--- src/rtl/cpu_memory_pkg.sv ---
// Shared definitions for the mox125 memory-access stage: pipeline control bit
// positions, datapath widths and the latched-instruction payload.
package cpu_memory_pkg;

  localparam int unsigned PCB_WIDTH     = 6;
  localparam int unsigned PCB_WA        = 0;
  localparam int unsigned PCB_WB        = 1;
  localparam int unsigned PCB_RM        = 2;
  localparam int unsigned PCB_WM        = 3;
  localparam int unsigned REG_IDX_WIDTH = 4;
  localparam int unsigned DATA_WIDTH    = 32;

  // Everything write-back needs from one instruction
  typedef struct packed {
    logic [PCB_WIDTH-1:0]     pcb;
    logic [REG_IDX_WIDTH-1:0] idx0;
    logic [REG_IDX_WIDTH-1:0] idx1;
    logic [DATA_WIDTH-1:0]    r0;
    logic [DATA_WIDTH-1:0]    r1;
  } mem_instr_t;

  function automatic logic is_mem_op(input logic [PCB_WIDTH-1:0] pcb);
    return pcb[PCB_RM] | pcb[PCB_WM];
  endfunction

endpackage

--- src/rtl/cpu_memory_wb_master.sv ---
// Wishbone classic single-transfer master: IDLE/BUS handshake FSM holding the
// request stable until acknowledge.
module cpu_memory_wb_master
  import cpu_memory_pkg::*;
#(
  parameter int unsigned AW = 32
) (
  input  logic                  clk_i,
  input  logic                  rst_i,
  input  logic                  req,
  input  logic                  we,
  input  logic [AW-1:0]         adr,
  input  logic [DATA_WIDTH-1:0] dat,
  output logic                  done_c,
  output logic [DATA_WIDTH-1:0] rdata_c,
  output logic [AW-1:0]         dwb_adr_o,
  output logic [DATA_WIDTH-1:0] dwb_dat_o,
  input  logic [DATA_WIDTH-1:0] dwb_dat_i,
  output logic                  dwb_we_o,
  output logic                  dwb_cyc_o,
  output logic                  dwb_stb_o,
  output logic [3:0]            dwb_sel_o,
  input  logic                  dwb_ack_i
);

  typedef enum logic {IDLE = 1'b0, BUS = 1'b1} bus_state_e;

  bus_state_e            state, state_n;
  logic                  cyc_n, stb_n, we_n;
  logic [AW-1:0]         adr_n;
  logic [DATA_WIDTH-1:0] dat_n;

  // State and bus output registers
  always_ff @(posedge clk_i or negedge rst_i) begin
    if (!rst_i) begin
      state     <= IDLE;
      dwb_cyc_o <= 1'b0;
      dwb_stb_o <= 1'b0;
      dwb_we_o  <= 1'b0;
      dwb_sel_o <= 4'b0000;
      dwb_adr_o <= '0;
      dwb_dat_o <= '0;
    end else begin
      state     <= state_n;
      dwb_cyc_o <= cyc_n;
      dwb_stb_o <= stb_n;
      dwb_we_o  <= we_n;
      dwb_sel_o <= {4{cyc_n}};
      dwb_adr_o <= adr_n;
      dwb_dat_o <= dat_n;
    end
  end

  // Next state and next bus outputs
  always_comb begin
    state_n = state;
    cyc_n   = dwb_cyc_o;
    stb_n   = dwb_stb_o;
    we_n    = dwb_we_o;
    adr_n   = dwb_adr_o;
    dat_n   = dwb_dat_o;
    done_c  = 1'b0;
    case (state)
      IDLE: begin
        if (req) begin
          state_n = BUS;
          cyc_n   = 1'b1;
          stb_n   = 1'b1;
          we_n    = we;
          adr_n   = adr;
          dat_n   = dat;
        end
      end
      BUS: begin
        if (dwb_ack_i) begin
          state_n = IDLE;
          cyc_n   = 1'b0;
          stb_n   = 1'b0;
          done_c  = 1'b1;
        end
      end
      default: state_n = IDLE;
    endcase
  end

  assign rdata_c = dwb_dat_i;

endmodule

--- src/rtl/cpu_memory.sv ---
// mox125 memory-access stage: one Wishbone access per load/store, stalls until ack.
// Optional misalignment squash under CPU_MEMORY_ALIGN_CHECK_EN.
module cpu_memory
  import cpu_memory_pkg::*;
#(
  parameter int unsigned DWB_ADDR_WIDTH = 32
) (
  input  logic                      clk_i,
  input  logic                      rst_i,
  input  logic [PCB_WIDTH-1:0]      pipeline_control_bits_i,
  input  logic [REG_IDX_WIDTH-1:0]  register0_write_index_i,
  input  logic [REG_IDX_WIDTH-1:0]  register1_write_index_i,
  input  logic [DATA_WIDTH-1:0]     reg0_result_i,
  input  logic [DATA_WIDTH-1:0]     reg1_result_i,
  input  logic [DATA_WIDTH-1:0]     memory_address_i,
  input  logic [DATA_WIDTH-1:0]     mem_result_i,
  output logic                      register_wea_o,
  output logic                      register_web_o,
  output logic [REG_IDX_WIDTH-1:0]  register0_write_index_o,
  output logic [REG_IDX_WIDTH-1:0]  register1_write_index_o,
  output logic [DATA_WIDTH-1:0]     reg0_result_o,
  output logic [DATA_WIDTH-1:0]     reg1_result_o,
  output logic [PCB_WIDTH-1:0]      pipeline_control_bits_o,
  output logic                      stall_o,
  output logic                      align_error_o,
  output logic [DWB_ADDR_WIDTH-1:0] dwb_adr_o,
  output logic [DATA_WIDTH-1:0]     dwb_dat_o,
  input  logic [DATA_WIDTH-1:0]     dwb_dat_i,
  output logic                      dwb_we_o,
  output logic                      dwb_cyc_o,
  output logic                      dwb_stb_o,
  output logic [3:0]                dwb_sel_o,
  input  logic                      dwb_ack_i
);

  mem_instr_t                instr_in, instr_q;
  logic                      accept_c, mem_op_c, misaligned_c, req_c, done_c;
  logic [DATA_WIDTH-1:0]     rdata_c;
  logic [DWB_ADDR_WIDTH-1:0] bus_adr_c;

  assign instr_in = '{pcb:  pipeline_control_bits_i,
                      idx0: register0_write_index_i,
                      idx1: register1_write_index_i,
                      r0:   reg0_result_i,
                      r1:   reg1_result_i};

  // The stage only listens to execute while no bus cycle is open
  assign accept_c  = ~dwb_cyc_o;
  assign mem_op_c  = is_mem_op(pipeline_control_bits_i);
  assign bus_adr_c = DWB_ADDR_WIDTH'({memory_address_i[DATA_WIDTH-1:2], 2'b00});
  assign req_c     = accept_c & mem_op_c & ~misaligned_c;
  assign stall_o   = dwb_cyc_o;

`ifdef CPU_MEMORY_ALIGN_CHECK_EN
  assign misaligned_c = (memory_address_i[1:0] != 2'b00);

  always_ff @(posedge clk_i or negedge rst_i) begin
    if (!rst_i) align_error_o <= 1'b0;
    else        align_error_o <= accept_c & mem_op_c & misaligned_c;
  end
`else
  logic unused_addr_lsb;
  assign unused_addr_lsb = ^memory_address_i[1:0];
  assign misaligned_c    = 1'b0;
  assign align_error_o   = 1'b0;
`endif

  cpu_memory_wb_master #(.AW(DWB_ADDR_WIDTH)) u_wb_master (
    .clk_i     (clk_i),
    .rst_i     (rst_i),
    .req       (req_c),
    .we        (pipeline_control_bits_i[PCB_WM]),
    .adr       (bus_adr_c),
    .dat       (mem_result_i),
    .done_c    (done_c),
    .rdata_c   (rdata_c),
    .dwb_adr_o (dwb_adr_o),
    .dwb_dat_o (dwb_dat_o),
    .dwb_dat_i (dwb_dat_i),
    .dwb_we_o  (dwb_we_o),
    .dwb_cyc_o (dwb_cyc_o),
    .dwb_stb_o (dwb_stb_o),
    .dwb_sel_o (dwb_sel_o),
    .dwb_ack_i (dwb_ack_i)
  );

  // Write-back outputs: pass-through, bubble while a memory op is in flight, emit on ack
  always_ff @(posedge clk_i or negedge rst_i) begin
    if (!rst_i) begin
      instr_q                 <= '0;
      pipeline_control_bits_o <= '0;
      register_wea_o          <= 1'b0;
      register_web_o          <= 1'b0;
      register0_write_index_o <= '0;
      register1_write_index_o <= '0;
      reg0_result_o           <= '0;
      reg1_result_o           <= '0;
    end else if (accept_c) begin
      register0_write_index_o <= register0_write_index_i;
      register1_write_index_o <= register1_write_index_i;
      reg0_result_o           <= reg0_result_i;
      reg1_result_o           <= reg1_result_i;
      if (mem_op_c) begin
        instr_q                 <= instr_in;
        pipeline_control_bits_o <= '0;
        register_wea_o          <= 1'b0;
        register_web_o          <= 1'b0;
      end else begin
        pipeline_control_bits_o <= pipeline_control_bits_i;
        register_wea_o          <= pipeline_control_bits_i[PCB_WA];
        register_web_o          <= pipeline_control_bits_i[PCB_WB];
      end
    end else if (done_c) begin
      pipeline_control_bits_o <= instr_q.pcb;
      register_wea_o          <= instr_q.pcb[PCB_WA];
      register_web_o          <= instr_q.pcb[PCB_WB];
      register0_write_index_o <= instr_q.idx0;
      register1_write_index_o <= instr_q.idx1;
      reg0_result_o           <= instr_q.pcb[PCB_WM] ? instr_q.r0 : rdata_c;
      reg1_result_o           <= instr_q.r1;
    end
  end

endmodule

--- config.mk ---
export PLATFORM = sky130hd
export DESIGN_NAME = cpu_memory
export DESIGN_NICKNAME = d
export VERILOG_FILES = /design/src/rtl/cpu_memory_pkg.sv /design/src/rtl/cpu_memory_wb_master.sv /design/src/rtl/cpu_memory.sv
export SDC_FILE = /design/constraint.sdc
export NUM_CORES = 1
export LEC_CHECK = 0
export BUFFER_PORTS_ARGS = -buffer_cell sky130_fd_sc_hd__buf_2
export CORE_MARGIN = 4
export CORE_UTILIZATION = 45
export CTS_CLUSTER_SIZE = 25
export DETAILED_ROUTE_END_ITERATION = 10
export PLACE_DENSITY_LB_ADDON = 0.12
export SLEW_MARGIN = 10
export SYNTH_ARGS = -nofsm -noshare
export SYNTH_HDL_FRONTEND = slang
export SYNTH_SLANG_ARGS = --single-unit
--- constraint.sdc ---
create_clock -name clk_i -period 1.55 [get_ports clk_i]
set_input_delay 0.155 -clock clk_i [delete_from_list [all_inputs] [get_ports clk_i]]
set_output_delay 0.155 -clock clk_i [all_outputs]
set_load 0.01 [all_outputs]
* Yosys cells after proc, flatten, opt, wreduce, memory -nomap -nowiden
Index checks and enable logic that the tools add are counted. Widths: inputs -> output; s select.
Operators by class: bitwise gates (word level) 4, multiplexer cells 29, reduce and logical (&&, ||, !) cells 3, order comparisons 0, eq/ne operators 3, shift operators 0, $add $sub $neg 0, divide/modulo/power cells 0, multiply operators 0
Operator list (number):
- $mux 32 | 5
- $mux 6 | 3
- $mux 4 | 4
- $mux 1 | 14
- $ne 2x2->1 const B | 3
- $pmux 1 s2 | 3
- $reduce_and 2->1 | 3
- $not 1->1 | 2
- $and 1x1->1 | 1
- $or 1x1->1 | 1
Word-level totals: register bits 225, memories kept 0, bits in latches 0, output and inout port bits 153, bits in writable memories 0, bits in read-only memories 0

* Longest topological paths before layout
depth in word-level cells 4, gate-level depth with buffers 5

* By module
Synthesis repeated with hierarchy kept, for this count alone.
Unflattened totals: cells, all modules 734, area, all modules 9829.4 sq um
By module, submodules not included:
- cpu_memory | instances 1, cells each 551, area each 6786.5 sq um, sequential area each 3903.7 sq um
- cpu_memory_wb_master | instances 1, cells each 183, area each 3042.9 sq um, sequential area each 1676.6 sq um

* Least setup slack after synthesis
OpenSTA, ideal clock, no wires.
kind register -> register, start register u_wb_master.dwb_stb_o (netlist name), end register u_wb_master.dwb_dat_o[22], clock period less this slack 1.636 ns, arrival 1.508 ns, cell stages (with the launch flop) 6, path slack -0.086 ns, setup time 0.128 ns, path through dfrtp_1 o21bai_1 buf_4 nor2_8 buf_4 mux2_1
RTL lines:
- to (signal assigned) | RTL line cpu_memory_wb_master.sv:50 | dwb_dat_o <= dat_n;
- to (decl) | RTL line cpu_memory_wb_master.sv:17 | output logic [DATA_WIDTH-1:0] dwb_dat_o,

==> out/qor.csv <==
metric,value,unit
grt_overflow_total,0,
clkSinkCount,221,
dieWidth,151,um
layout_setup_ws,-0.0543,ns
multiInputGateArea,0.00358,mm^2
fillerInstances,1399,
fin_skew,0.00661,ns
p_clk_share,18.7,%
p_sw,10.0,mW
dp_hpwl,16.7,mm
root_buffer,clkbuf_16,
syn_inst,745,
fin_crit,1.60,ns
drtPass1Iterations,4,
whs,0.105,ns
p_leak,6.87,nW
clk_pin_slew_worst_paths,0.06,ns
diodes,0,
place.gp.congestion,0.771,
drt_wl_total,29.1,mm
ys_warn_count,0,
fmax,623,MHz
cp_max_fo,8,
final_core_util,71.0,%
ff_latch_area,0.00554,mm^2
powerDensity,2010,mW/mm^2
hold_viol,0,
irDropWorstVdd,1090,uV
combPwrFrac,45.3,%
yosysSeqAreaShare,59.8,%
cp-start-kind,flop,
layout_commonest_cell,buf_2,
violations,negative setup slack,
yosys_register_bits,221,
layout_common_cells,"316 x buf_2, 219 x dfrtp_1, 172 x dlygate4sd3_1, 89 x nand2_1, 79 x mux2_2",
io_pins,330,
min_period_over_period,104,%
start_util,45.7,%
synth_cell_types,23,
max_cap_violations,0,
layoutNonFillerInstCount,1539,
drc,0,
maxSlewViolCount,0,
cts_buffer_depth,3,
arrival,1.99,ns
antenna_left,0,
nets,1429,
rows,52,
setup_viol,55,
drtIter0Drc,309,
grt_pass1_vias,8138,
clk_latency,0.50,ns
viasPerCell,5.14,
portBuffers,324,
internal_power,18.8,mW
cts_tree,built,
antenna_found_initial,1,
wl_per_cell,18.9,um
holdCritPathClass,in2reg,
cts-buffers-inserted,24,
status,finished with violations,
fp.dieH,151,um
power_frac_seq,35.9,%
dieArea,0.0229,mm^2
grtUsageTotal,23.9,%
timing.setup.tns,-1.36,ns
grt_setup_unrepaired,yes,
p_sw_share,34.8,%
drive_above_1_share,43.0,%
syn_area_per_cell,12.4,um^2
dpl_cell_area,0.0112,mm^2
netlist_area,0.00925,mm^2
syn_to_final_growth,55.2,%
grt_max_degree,53,
grt_pass1_wl,43.5,mm
crit_required,1.93,ns
htree_num_levels,1,
end_kind,flop,
path_class,reg2reg,
placed_cells,1308,
dr_total_vias,7912,
core,0.0202,mm^2
design_area,0.0144,mm^2
critical path: stages, from the launching register on:
cell and delay (ns):
dfrtp_4 0.50, o21bai_4 0.21, nor2_8 0.10, buf_12 0.18, clkbuf_16 0.19, mux2_4 0.30
state kept, by name (all words and copies together), names as in the netlist:
signal,flops
u_wb_master.dwb_adr_o,30
reg1_result_o,32
instr_q,78
pipeline_control_bits_o,6
register1_write_index_o,4
u_wb_master.state,1
u_wb_master.dwb_stb_o,1
u_wb_master.dwb_dat_o,32
reg0_result_o,32
register0_write_index_o,4
u_wb_master.dwb_we_o,1
cell type report:
type / instances / share of cell area [%]
sequential: 221 / 38.5
timing repair buffer: 542 / 29.0
multi-input combinational: 462 / 24.9
clock buffer: 39 / 5.00
tap: 270 / 2.35
clock inverter: 4 / 0.157
inverter: 1 / 0.0261
path summary, 6_finish.rpt:
path	endpoint	slack [ns]	depth (start not counted)	startpoint
worst max-delay path	u_wb_master.dwb_dat_o[16]$_DFFE_PN0P_	-0.05	5	u_wb_master.dwb_stb_o$_DFFE_PN0P_
worst min-delay path	instr_q[75]$_DFFE_PN0P_	0.10	3	pipeline_control_bits_i[3]
worst max register to register	u_wb_master.dwb_dat_o[16]$_DFFE_PN0P_	-0.05	5	u_wb_master.dwb_stb_o$_DFFE_PN0P_
worst min register to register	u_wb_master.dwb_dat_o[24]$_DFFE_PN0P_	0.48	1	u_wb_master.dwb_dat_o[24]$_DFFE_PN0P_
max in group asynchronous	instr_q[38]$_DFFE_PN0P_	0.81	3	rst_i
min in group asynchronous	reg1_result_o[31]$_DFFE_PN0P_	0.14	2	rst_i
metrics by stage:
| step | worst slack, ns | power (mW) |
|---|---|---|
| after CTS | -0.0434 | 27.8 |
| after floorplan | -0.0104 | 16.7 |
| after detailed placement | -0.0334 | 20.7 |
| final | -0.0543 | 28.8 |
| after global routing | -0.0814 | 30.6 |
| after global placement | 0.00496 | 20.4 |
layer usage:
metal | GRT usage [%] | vias to the layer above | share of wire (%)
met3 | 5.45 | 71 | 7.6
met4 | 7.43 | 2 | 3.0
met1 | 29.3 | 3926 | 39
li1 | - | 3604 | -
met5 | 0 | - | 0.045
met2 | 41.9 | 309 | 50
cell usage after synthesis, drive strengths merged:
master,number,area share [%]
mux2,141,17
a21boi,2,0.16
nand3,12,0.65
a31oi,72,4.9
nand2,90,3.7
a21oi,1,0.054
a21o,1,0.081
inv,1,0.041
dfrtp,221,60
mux2i,32,3.5
and2,1,0.068
nor3,1,0.054
buf,46,3.4
clkbuf,17,0.69
o21ai,32,1.7
o21bai,1,0.081
conb,1,0.041
nor2b,32,2.2
nor2,41,1.8
repair_timing:
action | CTS | global route
gates cloned | 5 | 5
hold buffers | 172 | 0
setup endpoints to repair | 36 | 84
hold endpoints to repair | 436 | 0
gates resized for setup | 41 | 41
setup buffers | 7 | 0
pin swaps | 1 | 1
logic make-up (layout without fill, tap and decap cells):
logic type | Yosys count | after routing | synth area share [%]
compound gates | 109 | 109 | 6.98
buf+inv | 64 | 586 | 4.18
flops | 221 | 221 | 59.8
mux | 173 | 173 | 20.6
other cells | 1 | 3 | 0.0405
simple gates | 177 | 177 | 8.42
power groups by stage:
| stage | sequential (mW) | combinational (mW) | clock [mW] |
|---|---|---|---|
| floorplan | 11.0 | 5.72 | 0 |
| global placement | 10.2 | 10.2 | 0 |
| detailed placement | 10.2 | 10.4 | 0 |
| CTS | 10.2 | 12.1 | 5.50 |
| global route | 10.7 | 14.1 | 5.76 |
| finish | 10.4 | 13.1 | 5.39 |
Note: power is estimated with default switching activity, not from simulation.
